$ cat src/rtl/mul_unit_mc.sv
// -----------------------------------------------------------------------------
// mul_unit_mc
//   Iterative multiply / multiply-accumulate unit for the multicycle core.
//   Handles MUL, MLA, UMULL, UMLAL, SMULL and SMLAL. RADIX_BITS multiplier bits
//   are retired per cycle, so an operation takes WIDTH/RADIX_BITS CALC cycles
//   plus one FIX cycle. The result appears with a one-cycle done pulse.
//
// Ports
//   clk        rising-edge clock
//   reset      asynchronous, active-low reset
//   start      request, accepted on a rising edge while busy == 0
//   op         000 MUL, 001 MLA, 100 UMULL, 101 UMLAL, 110 SMULL, 111 SMLAL,
//              any other encoding behaves as MUL
//   a          multiplicand (Rm)
//   b          multiplier (Rs)
//   acc        accumulate value {RdHi,RdLo}; MLA uses only the low word
//   busy       high from the accepting edge until the edge that raises done
//   done       single-cycle pulse, result_* valid from that edge
//   result_lo  low result word (Rd for short ops, RdLo for long ops)
//   result_hi  high result word for long ops, 0 for short ops
//   flag_n     sign bit of the architectural result
//   flag_z     architectural result is zero
// -----------------------------------------------------------------------------
module mul_unit_mc #(
  parameter int WIDTH      = 32,
  parameter int RADIX_BITS = 1
) (
  input  logic                 clk,
  input  logic                 reset,
  input  logic                 start,
  input  logic [2:0]           op,
  input  logic [WIDTH-1:0]     a,
  input  logic [WIDTH-1:0]     b,
  input  logic [2*WIDTH-1:0]   acc,
  output logic                 busy,
  output logic                 done,
  output logic [WIDTH-1:0]     result_lo,
  output logic [WIDTH-1:0]     result_hi,
  output logic                 flag_n,
  output logic                 flag_z
);

  localparam int W2 = 2 * WIDTH;
  localparam int N  = WIDTH / RADIX_BITS;
  localparam int CW = (N > 1) ? $clog2(N) : 1;
  localparam logic [CW-1:0] CNT_LOAD = CW'(N - 1);

  typedef enum logic [1:0] {
    IDLE = 2'd0,
    CALC = 2'd1,
    FIX  = 2'd2
  } state_t;

  state_t          state;
  logic [CW-1:0]   cnt;
  logic [W2-1:0]   mcand;     // multiplicand magnitude, shifted left each CALC cycle
  logic [WIDTH-1:0] mplier;   // multiplier magnitude, shifted right each CALC cycle
  logic [W2-1:0]   prod;      // unsigned partial-product accumulator
  logic [W2-1:0]   acc_q;     // accumulate term, already masked for the op
  logic            is_long;
  logic            neg;       // product must be negated in FIX

  // Decode of the live inputs, only meaningful on the accepting edge.
  logic            in_long;
  logic            in_acc;
  logic            in_signed;
  logic [WIDTH-1:0] a_mag;
  logic [WIDTH-1:0] b_mag;
  logic [W2-1:0]   acc_sel;
  // Datapath terms for CALC and FIX.
  logic [W2-1:0]   step;
  logic [W2-1:0]   prod_fix;
  logic [W2-1:0]   fix_val;

  // NOTE: every signal driven here gets a value on every path (defaults first),
  // otherwise synthesis infers a latch.
  always_comb begin
    in_long   = op[2];
    in_signed = op[2] & op[1];
    // MLA (001) and the long accumulate forms; 011 decodes as plain MUL.
    in_acc    = op[0] & (op[2] | ~op[1]);

    // The most-negative value negates to itself, which read as unsigned is
    // exactly its magnitude 2^(WIDTH-1), so WIDTH bits are enough here.
    a_mag = (in_signed && a[WIDTH-1]) ? -a : a;
    b_mag = (in_signed && b[WIDTH-1]) ? -b : b;

    acc_sel = '0;
    if (in_acc) begin
      acc_sel = in_long ? acc : {{WIDTH{1'b0}}, acc[WIDTH-1:0]};
    end

    step     = mcand * W2'(mplier[RADIX_BITS-1:0]);
    prod_fix = neg ? -prod : prod;
    // Wraps modulo 2^W2; short ops only look at the low word afterwards.
    fix_val  = prod_fix + acc_q;
  end

  // NOTE: sequential state uses non-blocking assignments only, and the
  // asynchronous reset clears every register (there is no memory here), so an
  // abandoned operation can never leak a done pulse or stale result.
  always_ff @(posedge clk or negedge reset) begin
    if (!reset) begin
      state     <= IDLE;
      cnt       <= '0;
      mcand     <= '0;
      mplier    <= '0;
      prod      <= '0;
      acc_q     <= '0;
      is_long   <= 1'b0;
      neg       <= 1'b0;
      busy      <= 1'b0;
      done      <= 1'b0;
      result_lo <= '0;
      result_hi <= '0;
      flag_n    <= 1'b0;
      flag_z    <= 1'b0;
    end else begin
      done <= 1'b0;
      case (state)
        IDLE: begin
          if (start) begin
            mcand   <= {{WIDTH{1'b0}}, a_mag};
            mplier  <= b_mag;
            prod    <= '0;
            acc_q   <= acc_sel;
            is_long <= in_long;
            neg     <= in_signed & (a[WIDTH-1] ^ b[WIDTH-1]);
            cnt     <= CNT_LOAD;
            busy    <= 1'b1;
            state   <= CALC;
          end
        end

        CALC: begin
          prod   <= prod + step;
          mcand  <= mcand << RADIX_BITS;
          mplier <= mplier >> RADIX_BITS;
          if (cnt == '0) begin
            state <= FIX;
          end else begin
            cnt <= cnt - CW'(1);
          end
        end

        FIX: begin
          result_lo <= fix_val[WIDTH-1:0];
          if (is_long) begin
            result_hi <= fix_val[W2-1:WIDTH];
            flag_n    <= fix_val[W2-1];
            flag_z    <= (fix_val == '0);
          end else begin
            result_hi <= '0;
            flag_n    <= fix_val[WIDTH-1];
            flag_z    <= (fix_val[WIDTH-1:0] == '0);
          end
          done  <= 1'b1;
          busy  <= 1'b0;
          state <= IDLE;
        end

        default: state <= IDLE;
      endcase
    end
  end

endmodule

$ cat config.mk
export PLATFORM = sky130hd
export DESIGN_NAME = mul_unit_mc
export DESIGN_NICKNAME = d
export VERILOG_FILES = /design/src/rtl/mul_unit_mc.sv
export SDC_FILE = /design/constraint.sdc
export NUM_CORES = 1
export LEC_CHECK = 0
export CAP_MARGIN = 5
export CORE_UTILIZATION = 30
export DETAILED_ROUTE_END_ITERATION = 16
export PLACE_DENSITY = 0.5
export SLEW_MARGIN = 20
export SYNTH_ARGS = -nofsm -noshare
export SYNTH_HDL_FRONTEND = slang
export SYNTH_SLANG_ARGS = --single-unit
$ cat constraint.sdc
create_clock -name clk -period 7.8 [get_ports clk]
set_input_delay 1.95 -clock clk [delete_from_list [all_inputs] [get_ports clk]]
set_output_delay 1.95 -clock clk [all_outputs]
set_load 0.01 [all_outputs]
==> results.md, run 1 <==
* Residual DRC at 0
* Net count of the mapped netlist at 2,850
* Setup WS post-layout at 1.56 ns
* Final Routed Wirelength at 69.9 mm
* Post-synthesis average cell area at 8.55 µm²
* P&R area growth vs syn at 18.6%
* List of cells traversed by the critical path: nor4_1 > nand4b_4 > or4_4 > or3b_4 > or2_4 > o31ai_1 > xnor2_1 > ha_1 > a21oi_1 > o21ai_0 > a21oi_1 > o31ai_1 > a311oi_2 > o21ai_1 > a2111oi_0 > o21bai_1 > a21oi_1 > xor2_1 > o21ai_0
* Run status: complete, no violations
* Number of failing setup endpoints in the final timing report at 0
* Area occupied by multi-input gates at 0.0138 mm²
* Area after detailed placement at 0.0249 mm²
* Top flip-flop cell by instance count after synthesis: dfrtp_1
* Initial antenna violation count at 5
* Die Span Y at 273 µm
* Area leader, netlist: dfrtp_1
* Post-CTS Setup Bufs at 0
* Final Hold Slack at 0.475 ns
* Top cell family by delay on the critical path: compound AO/OA/AOI/OAI gates
* Total number of nets in the final design at 2,971
* Core Area at 0.0721 mm²
* Proportion of synthesized chip area in sequential cells at 34.2%
* Data arrival time at the worst-slack endpoint at 6.67 ns
* Non-filler instance count after layout at 3,675
* Final Hold Fails at 0
* CTS tree: done
* Crit path capture type: register
* Max-slew violation count at 0
* Vias in the first global route at 19,492
* Hold Path Stages at 2
* Worst slack, placed at 1.61 ns
* Hold-fix buffers, CTS at 0
* GRT Residual Overflow at 0
* Static Leakage at 11.1 nW
* Number of buffers and inverters on the critical path at 0
* Die footprint at 0.0745 mm²
* Fill cells at 7,422
* FF/Latch Area at 0.00753 mm²
* Maximum number of pins on one net before global-route repair at 114
* RSZ-0062 raised after global routing: no
* CP most frequent cell: a21oi_1
* Final HPWL from detailed placement at 53.7 mm
* # Max-Cap Violations at 0
* Clock buffer depth at 3
* Synth top cells by count: nand2_1 (327), dfrtp_1 (301), o21ai_0 (263)
* Inserted Clock Buffers at 38
* Slew HR at 36.1%
* Number of placed instances, taps included at 3,607
* Count of clock tree sinks at 301
* Core utilization of the finished layout at 36.2%
* Largest cells by area after synthesis: dfrtp_1 (34%), ha_1 (7.8%), xnor2_1 (6.2%), o21ai_0 (6.0%), nand2_1 (5.6%)
* Clock H-tree levels at 2
* Final period utilization at 80.0%
* Clock latency at the later pin of the worst-skew pair at 0.56 ns
* Detailed-routing iteration count for the pre-antenna-repair pass at 5
* Category of the worst setup path launch point: register
* Most frequently used cell type in the post-synthesis netlist: nand2_1
* Die Span X at 273 µm
* Cell area after synthesis at 0.0220 mm²
* Reg clk slew, reported paths at 0.06 ns
* I/O Pins at 202
* Via Count at 19,790
* Via density per instance at 5.39
* Minimum period implied by the final worst setup slack at 6.24 ns
* Register bit count reported by yosys at 301
* Worst hold path class: register to register
* Worst r2r path cells at 19
* GR Util All Layers at 18.7%
* Power density over the cells at 417 mW/mm²
* Setup TNS Final at 0 ns
* Buffers added on ports at 201
* Final non-filler cell area at 0.0261 mm²
* Crit path depth at 19
* Final GP Congestion at 0.900
* Highest Clock Rate at 160 MHz
* Cell chosen for the clock root: clkbuf_16
* Proportion of netlist area held by the largest area contributor at 34.2%
* Critical Setup Path Class: register to register
* Wire length of the first global-routing pass at 111 mm
* Crit path max-delay cell type: a2111oi_0
* Starting density of the core at 30.5%
* Starting DRT DRC Count at 1,384
* Skew final at 0.0152 ns
* Antenna-violating nets left at 0
* Maximum fanout along the worst path at 6
* Number of instances resized during post-cts repair at 0
* VDD IR-drop max at 205 µV
* YS warnings at 0
* Number of rows in the core area at 98
* Number of enable flip-flop cells after synthesis at 0
* Fraction of final layout cells sized beyond drive strength 1 at 4.33%
* Stage delay of the slowest cell on the critical path at 0.68 ns
* Worst Tran Pin Value at 0.947 ns
* Async set-or-reset flop fraction in the synthesized netlist at 100%
* Number of cells produced by synthesis at 2,576
* Required time of the critical path at 8.23 ns
* Average routed wire per standard cell at 19.0 µm
* Distinct cell type count after synthesis at 83
* Power, Total at 10.9 mW
power by group:
part / switching, mW / leakage, nW / internal (mW)
combinational: 3.86 / 6.57 / 2.52
sequential: 0.629 / 3.95 / 2.11
clock: 0.730 / 0.604 / 1.04
cell type report:
| class | count | share of cell area [%] |
|---|---|---|
| Antenna cell | 1 | 0.00958 |
| Multi-Input combinational cell | 2087 | 52.9 |
| Timing Repair Buffer | 221 | 8.34 |
| Clock buffer | 58 | 4.48 |
| Sequential cell | 301 | 28.8 |
| Tap cell | 950 | 4.55 |
| Inverter | 48 | 0.690 |
| Clock inverter | 9 | 0.244 |
routing by layer:
layer  track usage (%)  routed length [µm]
met3              3.17                3630
met4              4.84                1600
met1              27.0               34400
met5                 0                  47
met2              28.6               30200
cells by family (layout without fill, tap and decap cells):
family	count (synthesis)	after routing	synth area share, %
muxes	6	6	0.278
buffers and inverters	188	336	3.27
other	0	1	0
AOI/OAI and AO/OA	910	910	27.2
adders and majority gates	140	140	8.02
xor gates and xnor gates	226	226	8.99
and+or+nand+nor	805	805	18.0
DFF	301	301	34.2
registers in the layout, summed over array words and instances, names as in the netlist, 2 cells and up:
register	flops
state	2
result_lo	32
mcand	64
cnt	5
mplier	32
prod	64
acc_q	64
result_hi	32
worst reg2reg max path: cells and delay by family (launching register included):
family          cells  cell delay, ns
compound gates     11            2.83
fa+ha+maj           1            0.30
flops               1            0.44
simple gates        5            2.12
xor+xnor            2            0.42
worst paths after layout:
check | start | endpoint | slack (ns)
min in group asynchronous | reset | mplier[5]$_DFFE_PN0P_ | 1.34
max reg2reg | prod[7]$_DFFE_PN0P_ | result_hi[30]$_DFFE_PN0P_ | 1.56
max | prod[7]$_DFFE_PN0P_ | result_hi[30]$_DFFE_PN0P_ | 1.56
min reg2reg | busy$_DFFE_PN0P_ | busy$_DFFE_PN0P_ | 0.47
max in group asynchronous | reset | acc_q[56]$_DFFE_PN0P_ | 5.11
min | busy$_DFFE_PN0P_ | busy$_DFFE_PN0P_ | 0.47
layout by cell type, fill, tap and decap left out, drive strengths merged, types with 58 or more instances in the layout:
cell	n
a21o	62
dfrtp	301
and2	78
xnor2	156
a21oi	173
clkbuf	58
nor2	123
o21ai	270
nand2	327
xor2	70
a22o	118
clkdlybuf4s50	200
ha	138
(Power assumes the default switching activity.)
==> inputs of run 2 (changes only) <==
clock period = 6.55 ns   (was 7.8 ns; I/O delays follow)
==> run 2 against run 1 <==
- clock skew rose by 0.013 ns
- clock power rose by 27%
- global-route usage barely moved
- first-iteration DRC count fell by 5.7%
- worst setup slack got worse by 1.1 ns
- wire length rose by 0.91%
- sequential power rose by 19%
- combinational power rose by 19%
- via count rose by 0.21%
- critical path type unchanged
- largest cell class unchanged
==> results.md, run 2 (synthesis results as in run 1) <==
* Static Leakage at 11.2 nW
* VDD IR-drop max at 186 µV
* Number of rows in the core area at 98
* Most common cell after layout, fill and taps aside: nand2_1
* Buffers added on ports at 201
* Via Count at 19,831
* Inserted Clock Buffers at 39
* Count of clock tree sinks at 301
* Category of the worst setup path launch point: register
* Die Span Y at 273 µm
* Hold path startpoint: mplier[25]$_DFFE_PN0P_
* Clock latency at the later pin of the worst-skew pair at 0.57 ns
* Clock buffer depth at 3
* Antenna fix cells at 0
* Non-filler instance count after layout at 3,685
* Worst r2r path cells at 19
* Setup WS post-layout at 0.415 ns
* Power density over the cells at 500 mW/mm²
* Clock H-tree levels at 2
* Maximum fanout along the worst path at 9
* Antenna-violating nets left at 0
* Number of placed instances, taps included at 3,614
* Required time of the critical path at 7.05 ns
* List of cells traversed by the critical path: or3_4 > or4_4 > or4_4 > or3b_4 > or3_2 > o31ai_1 > xnor2_1 > ha_1 > a21o_1 > a21o_1 > a2111o_1 > o221ai_1 > o21ai_1 > a21o_1 > a211o_1 > a2111oi_0 > and4_1 > nand4_1 > nand2_1
* Stage delay of the slowest cell on the critical path at 0.53 ns
* Via density per instance at 5.38
* Commonest cells after routing, fill and taps aside: nand2_1 (327), dfrtp_1 (300), o21ai_0 (263)
* # Max-Cap Violations at 0
* GR Util All Layers at 18.7%
* Crit path max-delay cell type: or3_2
* Data arrival time at the worst-slack endpoint at 6.63 ns
* Core Area at 0.0721 mm²
* Final non-filler cell area at 0.0263 mm²
* Wire length of the first global-routing pass at 111 mm
* Setup TNS Final at 0 ns
* Skew final at 0.0282 ns
* RSZ-0062 raised after global routing: no
* Crit path capture type: register
* Number of failing setup endpoints in the final timing report at 0
* I/O Pins at 202
* Top cell family by delay on the critical path: simple AND/OR/NAND/NOR gates
* Hold Path Sink: mplier[25]$_DFFE_PN0P_
* Number of buffers and inverters on the critical path at 0
* Die Span X at 273 µm
* Detailed-routing iteration count for the pre-antenna-repair pass at 7
* Worst Tran Pin Value at 0.971 ns
* Fraction of final layout cells sized beyond drive strength 1 at 4.83%
* Die footprint at 0.0745 mm²
* Final Routed Wirelength at 70.5 mm
* Final period utilization at 93.7%
* Minimum period implied by the final worst setup slack at 6.13 ns
* Run status: complete, no violations
* Critical Setup Path Class: register to register
* Worst slack, placed at 0.445 ns
* Hold Path Stages at 2
* Largest registers: acc_q: 64 flops, mcand: 64 flops, prod: 64 flops
* P&R area growth vs syn at 19.4%
* Average routed wire per standard cell at 19.1 µm
* Final HPWL from detailed placement at 53.9 mm
* Critical R2R Capture: flag_z$_DFFE_PN0P_
* Startpoint of the worst register-to-register path: prod[3]$_DFFE_PN0P_
* Max-slew violation count at 0
* Post-CTS Setup Bufs at 0
* Highest Clock Rate at 163 MHz
* Maximum number of pins on one net before global-route repair at 152
* Area after detailed placement at 0.0249 mm²
* Vias in the first global route at 19,394
* Hold-fix buffers, CTS at 0
* Final Hold Fails at 0
* Worst hold path class: register to register
* Total number of nets in the final design at 2,979
* Cell chosen for the clock root: clkbuf_16
* CTS tree: done
* Residual DRC at 0
* Slew HR at 35.3%
* CP most frequent cell: a21o_1
* Number of instances resized during post-cts repair at 0
* Reg clk slew, reported paths at 0.06 ns
* Starting DRT DRC Count at 1,305
* Final GP Congestion at 0.919
* Initial antenna violation count at 4
* Starting density of the core at 30.5%
* Power, Total at 13.1 mW
* Internal reg-to-reg setup slack at 0.42 ns
* GRT Residual Overflow at 0
[run 2: cell type report]
type,count,area [µm²]
multi-input combinational,2087,13800
sequential,301,7530
clock buffer,57,1190
tap,950,1190
timing repair buffer,228,2230
inverter,48,180
clock inverter,14,158
fill,7358,45800
[run 2: how the worst max path moves through the flow]
stage	startpoint	depth (start not counted)	slack [ns]	to
floorplan	prod[3]$_DFFE_PN0P_	20	0.90	flag_z$_DFFE_PN0P_
global placement	prod[3]$_DFFE_PN0P_	20	0.48	flag_z$_DFFE_PN0P_
detailed placement	prod[3]$_DFFE_PN0P_	19	0.44	flag_z$_DFFE_PN0P_
CTS	prod[3]$_DFFE_PN0P_	19	0.43	flag_z$_DFFE_PN0P_
global route	prod[3]$_DFFE_PN0P_	21	0.04	flag_z$_DFFE_PN0P_
finish	prod[3]$_DFFE_PN0P_	19	0.42	flag_z$_DFFE_PN0P_
[run 2: power by group]
group          switching (mW)  internal (mW)  total [mW]
Sequential              0.756           2.51        3.27
Clock                   0.873           1.38        2.25
Combinational            4.59           3.03        7.62
Total                    6.22           6.92        13.1
[run 2: metal layers]
layer / vias to the layer above / track usage (%) / wire, µm
met5: - / 0 / 51
met4: 8 / 4.95 / 1640
met3: 101 / 2.72 / 3380
met2: 455 / 28.6 / 30400
met1: 9529 / 27.2 / 35100
li1: 9738 / - / -
[run 2: through the flow]
stage | hold WS, ns | utilization, %
final | 0.474 | 36.5
after global placement | 0.462 | 34.6
after CTS | 0.483 | 36.5
after global routing | 0.508 | 36.5
after detailed placement | 0.468 | 34.6
after floorplan | 0.450 | -
[run 2: worst reg2reg max path: cells and delay by family (launching register included)]
kind,cells,cell delay (ns)
and+or+nand+nor,8,2.80
AOI/OAI and AO/OA,9,2.35
DFF,1,0.43
adders and majority gates,1,0.34
xor gates and xnor gates,1,0.16
==> RTL edit 1: new RTL, settings of run 2 <==
Put one more register stage on the output `done`, cleared by the reset. The value now appears one clock later. The other outputs are not delayed to match. Comments in the files are not updated.
--- a/src/rtl/mul_unit_mc.sv
+++ b/src/rtl/mul_unit_mc.sv
@@ -51,4 +51,6 @@
     FIX  = 2'd2
   } state_t;
+
+  logic done_s0;
 
   state_t          state;
@@ -111,5 +113,5 @@
       neg       <= 1'b0;
       busy      <= 1'b0;
-      done      <= 1'b0;
+      done_s0   <= 1'b0;
       result_lo <= '0;
       result_hi <= '0;
@@ -117,5 +119,5 @@
       flag_z    <= 1'b0;
     end else begin
-      done <= 1'b0;
+      done_s0 <= 1'b0;
       case (state)
         IDLE: begin
@@ -155,5 +157,5 @@
             flag_z    <= (fix_val[WIDTH-1:0] == '0);
           end
-          done  <= 1'b1;
+          done_s0 <= 1'b1;
           busy  <= 1'b0;
           state <= IDLE;
@@ -165,4 +167,12 @@
   end
 
+  always_ff @(posedge clk or negedge reset) begin
+    if (!reset) begin
+      done <= '0;
+    end else begin
+      done <= done_s0;
+    end
+  end
+
 endmodule
 
Check against the original RTL: no difference found for any inputs over 10 cycles, from zero or initial values and one cycle with reset low; that may be too few to reach the edited logic, so the function may still have changed.
==> RTL edit 1 against run 2 <==
  * Sequential share of layout area increased by 0.29 points
  * Final cell count decreased by 0.60%
  * Sequential cell count increased by 1
  * Critical endpoint unchanged
  * Non-clock buffer count decreased by 3
  * Clock skew increased by 0.0033 ns
  * Wire length about the same
  * Area after synthesis decreased by 0.59%
  * Setup slack improved by 0.095 ns
  * Critical path type unchanged
  * Design area decreased by 0.69%
  * Power decreased by 1.1%
  * Largest cell class unchanged
==> RTL edit 1: results (changes against run 2) <==
[pwr]
power_leakage_uw = 0.0113  ; +0.98%
max-vdd-ir-drop_uv = 191  ; +2.3%

[routing]
initialDrtViolationCount = 1226  ; -6.1%
routed-via-count = 19600  ; -1.2%
drtPass1Iterations = 5  ; -2
route.final.wire_length_mm = 70.5  ; about the same

[critical_path]
crit_path_top_delay_cell = or4_4
rrSetupSlack_ns = 0.51  ; +0.09 ns

[cells_and_area]
nets = 2959  ; -0.67%

[place]
dp.final_hpwl_mm = 53.8  ; about the same
detailed_place.area_um2 = 24800  ; -0.63%
gp_congestion = 0.889  ; -3.3%

[global_routing]
grt_pass1_wl_mm = 112  ; +0.45%
globalRouteTotalUtil_pct = 18.9  ; +0.24 points
grt_start_max_net_pins = 164  ; +7.9%
grt.met3_usage_pct = 2.54  ; -0.18 points
global_route.usage.met1_pct = 27.4  ; +0.21 points
use_met2_pct = 29.1  ; +0.45 points
first_global_vias = 19300  ; -0.24%

[timing]
slew_headroom_pct = 32.5  ; -2.8 points
final_worst_clock_skew_ns = 0.0315  ; +0.00329 ns
fmax_mhz = 166  ; +1.6%

[logic_synthesis]
cell_types_with_the_highest_counts_after_synthesis = 334 x nand2_1, 302 x dfrtp_1, 251 x o21ai_0, 170 x a21oi_1, 151 x xnor2_1
synth_compound_area_share_pct = 26.5  ; -0.72 points
synth_xor_area_share_pct = 9.28  ; +0.29 points
yosys.area_share.adder_pct = 8.07  ; +0.047 points
synth.area.mux_share_pct = 0.143  ; -0.14 points

[outcome]
outcome = complete, no violations

[hold_path]
hold_path.startpoint = done_s0$_DFF_PN0_
holdPathStages = 0  ; -2
holdPathEnd = done$_DFF_PN0_

## RTL edit 1: cell count changes in the layout (fill, tap and decap cells not counted), moves of 5 or more
cell	run 2	this run
or3_1	25	20
or2_2	6	14
o21a_1	22	14
nand2_1	327	334
a211o_1	13	6
o21ai_0	263	251
a2111oi_0	7	1
a22o_1	118	110
xor2_1	70	81
or3_2	6	0
nor3_1	34	40
xnor2_1	156	151
a21o_1	62	81
nand4_1	36	41
## RTL edit 1: area by class of cell
type	instances	area [um2]	share of cell area [%]
antenna	1	2.50	0.00959
clock buffer	50	1080	4.13
clock inverter	18	239	0.915
inverter	49	184	0.705
multi-input combinational	2068	13600	52.3
sequential	302	7560	29.0
tap	950	1190	4.55
timing repair buffer	225	2210	8.46
## RTL edit 1: where the power goes
group,switching (uW),internal [uW]
registers,762,2530
clock network,887,1360
logic,4530,2940
## RTL edit 1: metal layers
layer,share of wire [%],vias to the layer above
met1,49,9432
met2,44,427
met5,0.10,-
li1,-,9625
met3,4.3,90
met4,2.4,12
==> RTL edit 2: new RTL, settings of run 2 <==
Made on the original files. `WIDTH`: 32 -> 16.
--- a/src/rtl/mul_unit_mc.sv
+++ b/src/rtl/mul_unit_mc.sv
@@ -23,5 +23,5 @@
 // -----------------------------------------------------------------------------
 module mul_unit_mc #(
-  parameter int WIDTH      = 32,
+  parameter int WIDTH      = 16,
   parameter int RADIX_BITS = 1
 ) (
Ports: changed (5 resized); port bits go from 202 to 106. The function was not compared with the original's and may differ.
==> RTL edit 2 against run 2 <==
  * Area after synthesis down 51%
  * Setup slack better by 0.50 ns
  * Global-route usage shrank 2.4 points
  * Sequential cell count down 145
  * Hold slack is essentially flat
  * Via count down 53%
  * Synthesized cell count decreased by 53%
  * Power down 50%
  * First-iteration DRC count decreased by 65%
  * Wire length decreased by 59%
  * Design area fell by 51%
  * Critical path type unchanged
  * Largest power group unchanged
==> RTL edit 2: results (changes against run 2) <==
[critical_path]
crit_path_top_delay_cell = or4_1
timing.critical_path.slowest_cell_delay_ns = 0.58  ; +0.05 ns
arrival_ns = 6.02  ; -0.61 ns
path_common_cell = or3_1
cp_top_family = simple AND/OR/NAND/NOR gates
rrSetupSlack_ns = 0.92  ; +0.50 ns
rr_worst_depth = 17  ; -2
worst-path-max-fanout = 6  ; -3

[routing]
initialDrtViolationCount = 451  ; -65%
detail_route.wl_per_cell_um = 16.5  ; -14%
drtPass1Iterations = 5  ; -2
wl_met3_mm = 1.14  ; -66%
routed_via_density = 5.25  ; -2.4%
met2WireLength_mm = 13.0  ; -57%
top_layer_used = met4
route.final.wire_length_mm = 29.0  ; -59%
wl_met1_mm = 14.4  ; -59%

[cells_and_area]
largestRegisters = acc_q (32), mcand (32), prod (32)
layout.filler_cells = 3566  ; -52%
final_layout_size_suffix_gt1_share_pct = 5.14  ; +0.32 points
final-clk-cell-share_pct = 4.60  ; -0.51 points
multi_input_cells = 960  ; -54%
ff_latch_area_um2 = 3910  ; -48%
nets = 1431  ; -52%
clock_buffer_count = 17  ; -70%
multi_input_area_um2 = 6480  ; -53%
layout.non_clock_buffers = 117  ; -49%
num-nonclk-inverters = 38  ; -21%
layout.nonclk_buf_share_pct = 8.90  ; +0.41 points

[pwr]
power_leakage_uw = 0.00555  ; -51%
power_density_relative_to_cell_area_nw_per_um2 = 514  ; +2.9%
max-vdd-ir-drop_uv = 209  ; +12%

[place]
dp.final_hpwl_mm = 21.8  ; -60%
dpl.cell_count = 1726  ; -52%
detailed_place.area_um2 = 12200  ; -51%
gp_congestion = 0.854  ; -7.0%
post-place-ws_ns = 0.941  ; +0.496 ns

[timing]
timing.hold.ws_ns = 0.474  ; +0.000158 ns
final_worst_clock_skew_ns = 0.0176  ; -0.0106 ns

[hold_path]
hold_path.startpoint = result_lo[3]$_DFFE_PN0P_
holdPathEnd = result_lo[3]$_DFFE_PN0P_

[cts]
max-clock-path-buffers = 2  ; -1
clk_pin_slew_worst_paths_ns = 0.08  ; +0.02 ns
cts_h_tree_depth = 4  ; +2
worstSkewPairLatency_ns = 0.44  ; -0.13 ns

[global_routing]
globalRouteTotalUtil_pct = 16.2  ; -2.4 points
grt_antenna_before_repair = 0  ; -4
first_global_vias = 8942  ; -54%
use_met2_pct = 25.7  ; -2.9 points
grt_start_max_net_pins = 60  ; -61%
global_route.usage.met1_pct = 22.5  ; -4.6 points

[logic_synthesis]
cell_types_with_the_highest_counts_after_synthesis = 156 x dfrtp_1, 140 x nand2_1, 130 x o21ai_0, 79 x xnor2_1, 78 x a21oi_1
post_synth_inst_count = 1212  ; -53%
synth_top_cells_by_area = dfrtp_1 36%, ha_1 8.0%, xnor2_1 6.4%, o21ai_0 6.1%, nand2_1 4.9%
yosys.cell_types.count = 70  ; -16%
ys_ff_latch = 156  ; -48%

[die]
placeableCoreArea_um2 = 34900  ; -52%

[outcome]
outcome = complete, no violations

[RTL edit 2: cell count changes after synthesis, sizes merged, moves of 36 or more]
| cell | run 2 | this run |
|---|---|---|
| a21o | 62 | 26 |
| and2 | 78 | 40 |
| nor2 | 123 | 42 |
| nand2 | 327 | 140 |
| o21ai | 270 | 133 |
| clkbuf | 134 | 54 |
| ha | 138 | 69 |
| a22o | 118 | 55 |
| a21oi | 173 | 78 |
| dfrtp | 301 | 156 |
| xor2 | 70 | 30 |
| xnor2 | 156 | 79 |
[RTL edit 2: cells by family after synthesis]
logic type / Yosys count / synth area share (%)
AO/OA/AOI/OAI: 426 / 26.4
AND/OR/NAND/NOR: 351 / 16.3
flip-flops: 156 / 36.4
XOR/XNOR: 109 / 8.89
buffers and inverters: 96 / 3.38
adder cells (fa/ha/maj): 71 / 8.41
multiplexers: 3 / 0.291
[RTL edit 2: how the worst max path moves through the flow]
stage          cells after the start  slack, ns            endpoint                start
3_3_place_gp                      17        1.0  flag_z$_DFFE_PN0P_  prod[5]$_DFFE_PN0P_
6_report                          17       0.92  flag_z$_DFFE_PN0P_  prod[9]$_DFFE_PN0P_
4_1_cts                           17       0.91  flag_z$_DFFE_PN0P_  prod[9]$_DFFE_PN0P_
2_1_floorplan                     17       1.42  flag_z$_DFFE_PN0P_  prod[9]$_DFFE_PN0P_
5_1_grt                           17       0.52  flag_z$_DFFE_PN0P_  prod[3]$_DFFE_PN0P_
3_5_place_dp                      17       0.94  flag_z$_DFFE_PN0P_  prod[9]$_DFFE_PN0P_
[RTL edit 2: power by group]
| part | switching (uW) | internal [uW] | leakage, uW | total [uW] |
|---|---|---|---|---|
| Combinational | 2150 | 1650 | 0.00322 | 3810 |
| Clock | 478 | 546 | 0.000287 | 1020 |
| Sequential | 410 | 1360 | 0.00204 | 1770 |
